<file path="config.mk">
export PLATFORM = sky130hd
export DESIGN_NAME = leaf_out_arbiter
export DESIGN_NICKNAME = d
export VERILOG_FILES = /design/src/rtl/leaf_out_arbiter.sv
export SDC_FILE = /design/constraint.sdc
export NUM_CORES = 1
export LEC_CHECK = 0
export CAP_MARGIN = 25
export CORE_ASPECT_RATIO = 1.2
export CORE_MARGIN = 2
export CORE_UTILIZATION = 50
export CTS_CLUSTER_SIZE = 24
export DETAILED_ROUTE_END_ITERATION = 8
export GPL_TIMING_DRIVEN = 0
export HOLD_SLACK_MARGIN = 0.02
export PLACE_DENSITY = 0.82
export SYNTH_ARGS = -nofsm -noshare
export SYNTH_HDL_FRONTEND = slang
export SYNTH_SLANG_ARGS = --single-unit
</file>
<file path="constraint.sdc">
create_clock -name clk_user -period 4.6 [get_ports clk_user]
set_clock_uncertainty 0.1 [all_clocks]
set_input_delay 0.69 -clock clk_user [delete_from_list [all_inputs] [get_ports clk_user]]
set_output_delay 0.69 -clock clk_user [all_outputs]
set_load 0.02 [all_outputs]
</file>
<file path="src/rtl/leaf_out_arbiter.sv">
// Round-robin arbiter that merges NUM_PORTS user word streams into one BFT
// output packet register. It applies per-port credit flow control, keeps a
// per-port sequence number and uses a small route table that supplies each
// port's destination leaf and port.
module leaf_out_arbiter #(
    parameter int unsigned NUM_PORTS     = 4,
    parameter int unsigned PAYLOAD_BITS  = 32,
    parameter int unsigned NUM_LEAF_BITS = 5,
    parameter int unsigned NUM_PORT_BITS = 4,
    parameter int unsigned NUM_ADDR_BITS = 7,
    parameter int unsigned PACKET_BITS   = 49,
    parameter int unsigned CREDITS       = 64,
    localparam int unsigned IDX_BITS     = (NUM_PORTS > 1) ? $clog2(NUM_PORTS) : 1
) (
    input  logic                              clk_user,
    input  logic                              reset,
    input  logic [NUM_PORTS*PAYLOAD_BITS-1:0] din_user2arb,
    input  logic [NUM_PORTS-1:0]              vld_user2arb,
    output logic [NUM_PORTS-1:0]              ack_arb2user,
    input  logic                              cfg_we,
    input  logic [IDX_BITS-1:0]               cfg_idx,
    input  logic                              cfg_en,
    input  logic [NUM_LEAF_BITS-1:0]          cfg_leaf,
    input  logic [NUM_PORT_BITS-1:0]          cfg_port,
    input  logic [NUM_PORTS-1:0]              credit_ret,
    output logic [PACKET_BITS-1:0]            pkt_out,
    input  logic                              pkt_rdy,
    output logic                              busy
);

    localparam int unsigned CREDIT_BITS = $clog2(CREDITS + 1);
    localparam int unsigned VLD_BIT     = PACKET_BITS - 1;

    logic [NUM_PORTS-1:0]     en_q;
    logic [NUM_LEAF_BITS-1:0] leaf_q   [NUM_PORTS];
    logic [NUM_PORT_BITS-1:0] port_q   [NUM_PORTS];
    logic [CREDIT_BITS-1:0]   credit_q [NUM_PORTS];
    logic [NUM_ADDR_BITS-1:0] seq_q    [NUM_PORTS];
    logic [PAYLOAD_BITS-1:0]  word     [NUM_PORTS];
    logic [IDX_BITS-1:0]      last_q;
    logic [PACKET_BITS-1:0]   pkt_q, pkt_d;

    logic                     out_free;
    logic [NUM_PORTS-1:0]     eligible;
    logic                     grant_vld;
    logic [IDX_BITS-1:0]      grant_idx;

    // Unpack the flat user bus and form per-port eligibility.
    for (genvar i = 0; i < NUM_PORTS; i++) begin : g_port
        assign word[i]     = din_user2arb[i*PAYLOAD_BITS +: PAYLOAD_BITS];
        assign eligible[i] = vld_user2arb[i] & en_q[i] & (credit_q[i] != '0) & out_free;
    end

    // The output register may be refilled in the same cycle it is drained.
    assign out_free = ~pkt_q[VLD_BIT] | pkt_rdy;
    assign pkt_out  = pkt_q;
    assign busy     = pkt_q[VLD_BIT];

    // Round-robin search starting just after the last granted port.
    always_comb begin
        logic [IDX_BITS-1:0] cand;
        grant_vld = 1'b0;
        grant_idx = '0;
        cand      = '0;
        for (int unsigned k = 1; k <= NUM_PORTS; k++) begin
            cand = IDX_BITS'((32'(last_q) + k) % NUM_PORTS);
            if (!grant_vld && eligible[cand]) begin
                grant_vld = 1'b1;
                grant_idx = cand;
            end
        end
    end

    // One-hot accept toward the granted user port.
    always_comb begin
        ack_arb2user = '0;
        if (grant_vld) begin
            ack_arb2user[grant_idx] = 1'b1;
        end
    end

    // Next packet: load on grant, drop valid when drained with nothing to send.
    always_comb begin
        pkt_d = pkt_q;
        if (grant_vld) begin
            pkt_d = {1'b1, leaf_q[grant_idx], port_q[grant_idx], seq_q[grant_idx],
                     word[grant_idx]};
        end else if (out_free) begin
            pkt_d[VLD_BIT] = 1'b0;
        end
    end

    // Output register and round-robin pointer.
    always_ff @(posedge clk_user or negedge reset) begin
        if (!reset) begin
            pkt_q  <= '0;
            last_q <= IDX_BITS'(NUM_PORTS - 1);
        end else begin
            pkt_q <= pkt_d;
            if (grant_vld) begin
                last_q <= grant_idx;
            end
        end
    end

    // Route table; a write lands at the edge so the packet loaded there uses old values.
    always_ff @(posedge clk_user or negedge reset) begin
        if (!reset) begin
            en_q <= '0;
            for (int i = 0; i < NUM_PORTS; i++) begin
                leaf_q[i] <= '0;
                port_q[i] <= '0;
            end
        end else if (cfg_we) begin
            en_q[cfg_idx]   <= cfg_en;
            leaf_q[cfg_idx] <= cfg_leaf;
            port_q[cfg_idx] <= cfg_port;
        end
    end

    // Per-port credits (grant and return cancel) and sequence counters.
    always_ff @(posedge clk_user or negedge reset) begin
        if (!reset) begin
            for (int i = 0; i < NUM_PORTS; i++) begin
                credit_q[i] <= CREDIT_BITS'(CREDITS);
                seq_q[i]    <= '0;
            end
        end else begin
            for (int i = 0; i < NUM_PORTS; i++) begin
                unique case ({ack_arb2user[i], credit_ret[i]})
                    2'b10: credit_q[i] <= credit_q[i] - CREDIT_BITS'(1);
                    2'b01: begin
                        if (credit_q[i] != CREDIT_BITS'(CREDITS)) begin
                            credit_q[i] <= credit_q[i] + CREDIT_BITS'(1);
                        end
                    end
                    default: credit_q[i] <= credit_q[i];
                endcase
                if (ack_arb2user[i]) begin
                    seq_q[i] <= seq_q[i] + NUM_ADDR_BITS'(1);
                end
            end
        end
    end

endmodule

</file>
==> flow_summary.toml <==
[run_status]
outcome = "completed"

[synthesis]
postSynthAreaPerCell_um2 = 12.2
synthCells = 693
synth_cell_type_count = 72
synth_ff_type = "dfrtp_1"
syn_area_mm2 = 0.00843
seq_area_frac_synth = 0.437
yosys_warnings = 0
synth_edf_count = 0
async_reset_ff_frac = 1.00
syn_nets = 873
synth_seq_cells = 147

[routing]
drc = 0
drt_iter0_drc = 328
firstDrtPassIters = 4
vias = 6524
wl_per_cell_um = 19.2
postRouteAntennaNets = 0
vias_per_cell = 5.69
totalWireLength_mm = 22.0

[timing]
period_share = 0.963
max_freq_ghz = 0.226
rsz0062_at_grt = "true"
slew_headroom = 0.473
setup_violations = 0
finalMaxSlewViolations = 0
whs_ps = 98.3
period_minus_slack_ps = 4430
worst_slew_pin_slew_ps = 790
hold_viol_final = 0

[critical_path]
worstSetupPathType = "register to primary output"
critPathLaunch = "credit_q[15]"
path_max_fanout = 8
reg2reg_depth = 17
crit_path_end_kind = "primary output"
worstPathCellList = "or4_4, o2111ai_2, nor2_2, a211oi_4, nand3_2, inv_1, clkdlybuf4s50_1"
cpMaxStageDelayCell = "clkdlybuf4s50_1"
cpLargestDelayFamily = "simple AND/OR/NAND/NOR gates"
timing.rr.start = "credit_q[21]"
cpPeakStageDelay_ps = 650
critPathRequiredTime_ps = 3810
critical_path_depth = 7
critPathBufInv = 2
arrival_ps = 3640
start_kind = "register"

[pwr]
powerDensity_mw_per_mm2 = 644
finalPower_w = 0.00735
p_leak_nw = 4.95
peakVddDrop_mv = 0.337

[floorplanning]
chipHeight_um = 146
start_util = 0.506
coreArea_mm2 = 0.0167
ioPinCount = 206
chipWidth_um = 123
placement_rows = 52
die_area_mm2 = 0.0179

[finish]
syn_to_final_growth_pct = 35.4
final_util = 0.685
drive_above_1_share = 0.180
final_cell_mix = "clkdlybuf4s50_1, dfrtp_1, mux2i_1, nor2_1, mux2_2"
num_antenna_cells = 0
nets = 1098
layout_commonest_cell = "clkdlybuf4s50_1"
regArea_mm2 = 0.00369
num-fill-cells = 1263
multi_input_area_mm2 = 0.00447

[global_route]
busiest_layer = "met2"
overflow = 0
antenna_found_initial = 0
grt_max_degree = 99
track_usage = 0.249
use_met1 = 0.311
use_met2 = 0.425
grt_use_met3 = 0.0547
grt_pass1_wl_mm = 34.7
grt_pass1_vias = 6636

[placement]
place.gp.congestion = 0.838
portBuffers = 203
place_hpwl_mm = 16.3

[cts]
h-tree-depth = 4
cts_tree = "built"
clk-insertion-delay-late_ps = 430
clk_pin_slew_worst_paths_ps = 60
cts.sinks = 147
clockBufferDepth = 2
clockRootBuffer = "clkbuf_16"
numCtsBuffers = 17

[min_path]
hold_path.class = "input pin to asynchronous set/reset pin"

[job]
cap_violations = 0
repair_timing:
action,4_1_cts,5_1_grt
gates resized for setup,1,8
hold buffers,0,0
endpoints found under the setup margin,1,5
setup buffers,0,1
endpoints found under the hold margin,0,0
pin swaps,0,1
synth_stat cells, types with 3 or more instances:
library cell,number,area [um^2]
dfrtp_1,141,3530
a22oi_1,3,22.5
buf_12,4,80.1
o221ai_1,3,26.3
ha_1,24,300
a221oi_2,32,480
fa_1,4,80.1
nand3_1,12,60.1
nand4_1,11,68.8
inv_1,12,45.0
or3_1,6,37.5
o21ai_0,5,25.0
nand2b_1,5,31.3
nor2_1,56,210
a221oi_1,13,114
o2bb2ai_1,6,52.6
o21bai_1,7,52.6
nand3b_1,3,22.5
clkbuf_1,14,52.6
buf_2,4,20.0
o2111ai_2,3,45.0
mux2_1,11,124
nand2_1,21,78.8
xnor2_1,32,280
dfstp_2,6,158
mux2_2,46,518
buf_4,7,52.6
a21oi_1,18,90.1
a21o_1,9,67.6
mux2i_1,98,981
o21a_1,3,22.5
nor3_1,7,35.0
xor2_1,12,105
a211oi_1,5,37.5
cell type report:
type                    instances  area share
inverters                      13     0.00428
flip-flops and latches        147       0.323
well taps                     216      0.0237
clock inverters                15      0.0161
repair buffers                206       0.182
plain buffers                  34      0.0219
clock buffers                  17      0.0373
multi-input cells             499       0.392
metrics by stage:
stage | setup slack [ps] | TNS (ps) | cell area (um^2) | std cells
6_report | 172 | 0 | 11400 | 1147
5_1_grt | -25.9 | -25.9 | 11400 | 1147
4_1_cts | 16.0 | 0 | 11400 | 1145
3_5_place_dp | -534 | -2390 | 10800 | 1113
3_3_place_gp | -3200 | -460020 | 10700 | 1112
2_1_floorplan | 466 | 0 | 8430 | 693
power breakdown:
group          internal, W  leakage [nW]  switching [W]
logic              0.00179          2.92        0.00187
clock network     0.000829         0.301       0.000621
registers          0.00181          1.73       0.000422
total              0.00443          4.95        0.00291
worst paths after layout:
| kind | end | slack (ps) |
|---|---|---|
| min in group clk_user | seq_q[27] | 370 |
| setup reg to reg | credit_q[6] | 290 |
| hold / removal | credit_q[16] | 100 |
| hold reg to reg | seq_q[27] | 370 |
| setup / recovery | ack_arb2user[2] | 170 |
| max in group asynchronous | credit_q[27] | 3460 |
registers in the layout (all words and copies together), names as in the netlist:
signal and flops:
credit_q 28, en_q 4, last_q 2, leaf_q 20
pkt_out 49, port_q 16, seq_q 28
logic make-up after synthesis:
group | Yosys count | share of synthesized area
AOI/OAI and AO/OA | 131 | 0.156
xor gates and xnor gates | 44 | 0.0457
adders and majority gates | 28 | 0.0451
buffers and inverters | 47 | 0.0355
DFF | 147 | 0.437
muxes | 156 | 0.194
and+or+nand+nor | 140 | 0.0860
routing by layer:
layer / vias to the layer above / share of wire
met5: - / 0
met4: 0 / 0.021
met3: 30 / 0.051
met2: 180 / 0.52
met1: 3247 / 0.41
li1: 3067 / -
No activity file was read; power rests on OpenSTA's default activity.
